--- config.mk ---
export PLATFORM = sky130hd
export DESIGN_NAME = fetch_buffer
export DESIGN_NICKNAME = d
export VERILOG_FILES = /design/src/rtl/fetch_buffer_pkg.sv /design/src/rtl/fetch_buffer_ram.sv /design/src/rtl/fetch_buffer.sv
export SDC_FILE = /design/constraint.sdc
export NUM_CORES = 2
export LEC_CHECK = 0
export BUFFER_PORTS_ARGS = -buffer_cell sky130_fd_sc_hd__buf_2
export CORE_MARGIN = 4
export CORE_UTILIZATION = 34
export DETAILED_ROUTE_END_ITERATION = 6
export HOLD_SLACK_MARGIN = 0.02
export PLACE_DENSITY = 0.63
export RECOVER_POWER = 50
export SLEW_MARGIN = 5
export SYNTH_ARGS = -nofsm -noshare
export SYNTH_HDL_FRONTEND = slang
export SYNTH_SLANG_ARGS = --single-unit
--- constraint.sdc ---
create_clock -name clk -period 6.85 [get_ports clk]
set_input_delay 0.3425 -clock clk [delete_from_list [all_inputs] [get_ports clk]]
set_output_delay 0.3425 -clock clk [all_outputs]
set_load 0.1 [all_outputs]
--- src/rtl/fetch_buffer_pkg.sv ---
// Shared types for the fetch buffer: decoder entry layout and the packing helper.
// Entry = {exception[6:0], pc_next[31:0], pc[31:0], inst[31:0]}, bits 102:96 / 95:64 / 63:32 / 31:0.
package fetch_buffer_pkg;

    localparam int FB_WIDTH = 103;

    typedef struct packed {
        logic [6:0]  exc;
        logic [31:0] pc_next;
        logic [31:0] pc;
        logic [31:0] inst;
    } fb_entry_t;

    function automatic fb_entry_t fb_pack(
        input logic [6:0]  exc,
        input logic [31:0] pc_next,
        input logic [31:0] pc,
        input logic [31:0] inst
    );
        fb_entry_t e;
        e.exc     = exc;
        e.pc_next = pc_next;
        e.pc      = pc;
        e.inst    = inst;
        return e;
    endfunction

endpackage

--- src/rtl/fetch_buffer_ram.sv ---
// DEPTH x FB_WIDTH register array, two write ports and two combinational read ports.
// Latency: write visible on reads the cycle after the edge. No backpressure; storage is not reset.
// Port 1 always targets the slot after port 0, so the two writes never collide.
module fetch_buffer_ram
    import fetch_buffer_pkg::*;
#(
    parameter int DEPTH = 8,
    localparam int AW   = $clog2(DEPTH)
) (
    input  logic                clk,
    input  logic                we0_i,
    input  logic [AW-1:0]       waddr0_i,
    input  logic [FB_WIDTH-1:0] wdata0_i,
    input  logic                we1_i,
    input  logic [AW-1:0]       waddr1_i,
    input  logic [FB_WIDTH-1:0] wdata1_i,
    input  logic [AW-1:0]       raddr0_i,
    output logic [FB_WIDTH-1:0] rdata0_o,
    input  logic [AW-1:0]       raddr1_i,
    output logic [FB_WIDTH-1:0] rdata1_o
);

    logic [FB_WIDTH-1:0] mem_q [DEPTH];

    always_ff @(posedge clk) begin
        if (we0_i) mem_q[waddr0_i] <= wdata0_i;
        if (we1_i) mem_q[waddr1_i] <= wdata1_i;
    end

    assign rdata0_o = mem_q[raddr0_i];
    assign rdata1_o = mem_q[raddr1_i];

endmodule

--- src/rtl/fetch_buffer.sv ---
// Dual-issue FIFO from instruction fetch to the two decoder lanes.
// Latency: a push is visible on out_data one cycle later at the earliest (no bypass).
// Backpressure: in_ready needs 2 free entries in the registered count; same-cycle pops don't count.
module fetch_buffer
    import fetch_buffer_pkg::*;
#(
    parameter int DEPTH = 8
) (
    input  logic                clk,
    input  logic                rst,
    input  logic                flush,
    input  logic [1:0]          in_valid,
    input  logic [6:0]          in_exc0,
    input  logic [31:0]         in_pc0,
    input  logic [31:0]         in_npc0,
    input  logic [31:0]         in_inst0,
    input  logic [6:0]          in_exc1,
    input  logic [31:0]         in_pc1,
    input  logic [31:0]         in_npc1,
    input  logic [31:0]         in_inst1,
    output logic                in_ready,
    output logic [FB_WIDTH-1:0] out_data0,
    output logic [FB_WIDTH-1:0] out_data1,
    output logic [1:0]          out_valid,
    input  logic [1:0]          out_ready
);

    localparam int AW = $clog2(DEPTH);
    localparam int PW = AW + 1;

    logic [PW-1:0] head_q, head_d;
    logic [PW-1:0] tail_q, tail_d;
    logic [PW-1:0] count_q, count_d;

    logic          push_fire;
    logic [1:0]    push_n;
    logic [1:0]    pop_n;
    fb_entry_t     wdata0, wdata1;
    logic [FB_WIDTH-1:0] rdata0, rdata1;

    assign in_ready     = (PW'(DEPTH) - count_q) >= PW'(2);
    assign out_valid[0] = count_q != '0;
    assign out_valid[1] = count_q >= PW'(2);

    // Illegal masks fall out naturally: slot1/lane1 only count when slot0/lane0 does.
    assign push_fire = in_ready & in_valid[0] & ~flush;
    assign push_n    = push_fire ? (in_valid[1] ? 2'd2 : 2'd1) : 2'd0;
    assign pop_n     = {1'b0, out_ready[0] & out_valid[0]}
                     + {1'b0, out_ready[1] & out_valid[1] & out_ready[0]};

    always_comb begin
        head_d  = head_q + PW'(pop_n);
        tail_d  = tail_q + PW'(push_n);
        count_d = count_q + PW'(push_n) - PW'(pop_n);
        if (flush) begin
            head_d  = '0;
            tail_d  = '0;
            count_d = '0;
        end
    end

    always_ff @(posedge clk or posedge rst) begin
        if (rst) begin
            head_q  <= '0;
            tail_q  <= '0;
            count_q <= '0;
        end else begin
            head_q  <= head_d;
            tail_q  <= tail_d;
            count_q <= count_d;
        end
    end

    assign wdata0 = fb_pack(in_exc0, in_npc0, in_pc0, in_inst0);
    assign wdata1 = fb_pack(in_exc1, in_npc1, in_pc1, in_inst1);

    fetch_buffer_ram #(.DEPTH(DEPTH)) u_ram (
        .clk      (clk),
        .we0_i    (push_fire),
        .waddr0_i (tail_q[AW-1:0]),
        .wdata0_i (wdata0),
        .we1_i    (push_fire & in_valid[1]),
        .waddr1_i (tail_q[AW-1:0] + AW'(1)),
        .wdata1_i (wdata1),
        .raddr0_i (head_q[AW-1:0]),
        .rdata0_o (rdata0),
        .raddr1_i (head_q[AW-1:0] + AW'(1)),
        .rdata1_o (rdata1)
    );

    assign out_data0 = out_valid[0] ? rdata0 : '0;
    assign out_data1 = out_valid[1] ? rdata1 : '0;

endmodule

==> summary.md <==
The run finished, with violations left. The final reports fail on max-capacitance violations, max-slew violations. The tools report the capturing element type of the critical path as a register. The final global-route overflow total is 0, and the setup slack of the most critical reg-to-reg path is 1230 ps. In this run the post-CTS setup repair buffer count came out at 0. The die outline area came out at 149000 sq um. Root cell of the clock tree: sky130_fd_sc_hd__clkbuf_16. The logs give 7 for the number of detailed-route iterations in the first pass and 7070 ps for the required time at the worst-slack endpoint. In this run the worst path has a maximum fanout of 40. Number of primary I/O pins: 422. The worst path setup slack after routing came out at 1230 ps.

The logs give 0 for the number of endpoints with negative hold slack in the final report and 0 ps for the final setup TNS. The worst slew slack as a fraction of its limit is -172%, and the width of the die is 386 microns. The clock period minus worst slack was 5620 ps; the relative area change from synthesis to final layout was 20.2%. For the clock sink count, the log shows 834.

STA classifies the critical path startpoint as a register. For the number of violations of the max-capacitance limit, the log shows 21. Once detailed placement completed, the half-perimeter wirelength came to 84200 microns. The weighted congestion at the end of routability-driven global placement is 0.750, and the post-synthesis mux area share is 40.8%. The number of different library cells used by synthesis comes to 40. The total detailed-routing wirelength was 152000 microns; the post-synthesis net count was 3163.

The synthesized design spends more area on one cell type than any other, namely sky130_fd_sc_hd__edfxtp_1. The cell with the most instances on the worst path was sky130_fd_sc_hd__clkbuf_1. The most used standard cell by instance count after synthesis is sky130_fd_sc_hd__edfxtp_1. After floorplanning, the core was divided into 138 placement rows. The main combinational cell family by area after synthesis was multiplexers.

Among all flip-flop cells after synthesis, the most frequent one is sky130_fd_sc_hd__edfxtp_1. Using the TritonRoute via totals, the vias-per-cell ratio works out to 5.59. After floorplanning, the core was sized to cover 142000 sq um. The average detailed-routed wire length per instance works out to 27.3 microns.

Setup repair after global routing left no endpoint under its margin. After synthesis, flip-flops and latches occupy 51.4% of the total area. The critical path's top delay family is buffers and inverters. The synthesized netlist devotes 1.21% of its cell area to compound gates. The worst hold path was traced through 4 stages.

TritonCTS built the clock tree. On the worst path, the slowest cell contributes a delay of 2600 ps. The DRC marker count from the first detailed-route iteration was 2747.

By area the synthesized netlist is led by sky130_fd_sc_hd__edfxtp_1 51%, sky130_fd_sc_hd__mux4_2 19%, sky130_fd_sc_hd__mux2_2 11%. Prior to clock tree synthesis, the placed netlist has a worst setup slack of 2790 ps. The via count came out at 31100. The cell count after synthesis came out at 2933. The worst reg2reg path depth was 7. In this run the remaining antenna-violating nets after routing total 0. Setup violations remaining at the end of the flow were counted as 0.

The run gives 0 as the post-cts resize count. The Yosys step of the flow raised 0 warnings. The adder and majority cell fraction of the synthesized area works out to 0.499%. The cell type of the slowest stage on the worst timing path was sky130_fd_sc_hd__clkbuf_1. The logic depth of the worst path, buffers included was 7; the final period utilization was 82.1%. Once layout is done, the placed cells without fillers occupy 58500 sq um. The class of the most critical hold timing path was input port to register. The worst clock skew is 18.8 ps, and the via count of the first global-routing pass is 32300.

The fraction of layout cells with a size suffix above 1 is 42.6%. In this run the mean area of a mapped cell was 16.6 sq um. Measured along the y axis, the die boundary spans 386 microns.

After Yosys synthesis, XOR and XNOR cells account for 0.162% of the synthesized area. The data arrival at the endpoint of the critical path is 5840 ps. The count of input and output buffers is 421, and the highest clock rate is 178 MHz. The actual slew at the worst max-slew pin is 4080 ps. The number of antenna violations at the first check in global routing was 26; the aggregate global-route resource usage was 20.0%.

The clock-pin transition on the worst setup and hold timing paths is 60 ps. The critical path goes through ha_1 > and4b_1 > nor3b_1 > a31oi_1 > nor2_4 > clkbuf_1 > clkbuf_1. After synthesis the cells add up to 48700 sq um. For this run, the post-layout net count is 3814. Yosys mapped a number of flops with a built-in enable equal to 824. Number of remaining DRC errors: 0. The level count of the clock H-tree is 3, and the share of synthesized cell area in and, or, nand and nor gates is 2.98%. Of the post-synthesis cell area, the dominant cell type holds 50.8%.

The number of buffers and inverters on the critical path is 2. No sink is reached through more buffers than the 3 on the longest clock path. In the synthesized netlist, the cells that appear most often are 824 x sky130_fd_sc_hd__edfxtp_1, 474 x sky130_fd_sc_hd__mux2_2, 412 x sky130_fd_sc_hd__mux4_2.

Counting flops with an async set or reset pin after synthesis yields a share of 1.20%. The logs give 34.3% for the initial standard-cell utilization of the core and 125 for the largest net degree at the start of global routing. Counting flops and latches in the post-synthesis netlist gives 834. The critical path in this run is classified as register to register. The later pin in the worst-skew pair is clocked with a latency of 700 ps. The first global-routing pass estimated 220000 microns of wire.

The number of buffers created by CTS is 95, and the cell area after placement is 52600 sq um. For the number of max-slew violations in the final report, the log shows 779.
==> routing by layer <==
metal	GRT usage, %	routed length [microns]	vias up
met1	27.3	63900	16400
met5	0	87	-
met3	4.45	12700	220
met2	32.3	71900	1315
met4	5.68	3500	14
li1	-	-	13200
==> worst reg2reg max path, delay by kind of cell (launching register included) <==
| kind | cells | cell delay (ps) |
|---|---|---|
| AOI/OAI and AO/OA | 1 | 120 |
| adders and majority gates | 1 | 380 |
| buffers and inverters | 2 | 3240 |
| DFF | 1 | 550 |
| and+or+nand+nor | 3 | 710 |
==> cell usage in the layout, fill, tap and decap left out, types with 12 or more instances in the layout <==
| cell | synthesis | layout |
|---|---|---|
| sky130_fd_sc_hd__nor2_1 | 117 | 115 |
| sky130_fd_sc_hd__clkinv_1 | 0 | 17 |
| sky130_fd_sc_hd__dlygate4sd3_1 | 0 | 311 |
| sky130_fd_sc_hd__buf_2 | 65 | 415 |
| sky130_fd_sc_hd__mux2_1 | 280 | 282 |
| sky130_fd_sc_hd__mux2i_1 | 103 | 103 |
| sky130_fd_sc_hd__diode_2 | 0 | 20 |
| sky130_fd_sc_hd__inv_1 | 15 | 15 |
| sky130_fd_sc_hd__nand2_1 | 211 | 211 |
| sky130_fd_sc_hd__clkbuf_16 | 0 | 99 |
| sky130_fd_sc_hd__clkinv_2 | 1 | 21 |
| sky130_fd_sc_hd__clkbuf_1 | 78 | 50 |
| sky130_fd_sc_hd__edfxtp_1 | 824 | 824 |
| sky130_fd_sc_hd__mux2_4 | 70 | 68 |
| sky130_fd_sc_hd__mux4_2 | 412 | 412 |
| sky130_fd_sc_hd__buf_12 | 0 | 13 |
| sky130_fd_sc_hd__ha_1 | 13 | 12 |
| sky130_fd_sc_hd__mux2_2 | 474 | 474 |
| sky130_fd_sc_hd__buf_4 | 20 | 28 |
| sky130_fd_sc_hd__a21oi_1 | 109 | 109 |
==> final timing paths <==
kind	start	to
min in group asynchronous	rst	count_q[0]
max	tail_q[0]	u_ram.mem_q[7][64]
max reg2reg	tail_q[0]	u_ram.mem_q[7][64]
min reg2reg	count_q[0]	count_q[0]
min	in_valid[1]	tail_q[1]
max in group asynchronous	rst	head_q[0]
==> through the flow <==
step	utilization [%]	hold WS [ps]	std cells
floorplan	-	183	2933
global placement	37.1	376	5066
detailed placement	37.1	385	5066
CTS	41.4	108	5551
global route	41.2	195	5558
finish	41.2	196	5571
==> logic make-up (layout without fill, tap and decap cells) <==
kind of cell             Yosys count  after routing
AND/OR/NAND/NOR                  359            359
other                              0             20
buffers and inverters            260            988
multiplexers                    1339           1339
XOR/XNOR                           9              9
flip-flops                       834            834
adder cells (fa/ha/maj)           17             17
AO/OA/AOI/OAI                    115            115
==> timing repair <==
item                                   4_1_cts  5_1_grt
setup endpoints to repair                    0        0
endpoints found under the hold margin      842        0
hold buffers                               311        0
==> sequential cells by signal (all words and copies together), names as in the netlist <==
| name | count |
|---|---|
| tail_q | 3 |
| u_ram.mem_q | 824 |
| head_q | 3 |
| count_q | 4 |
==> area by class of cell <==
type,count,area (sq um)
fillers,12900,83400
flip-flops and latches,834,25000
multi-input cells,1839,22300
repair buffers,798,5780
clock buffers,125,2580
well taps,1890,2360
clock inverters,49,380
inverters,16,61.3
diodes,20,50.0
Power is not shown: default switching activity piles up to over one toggle a cycle in this logic, so the estimate is an artifact.
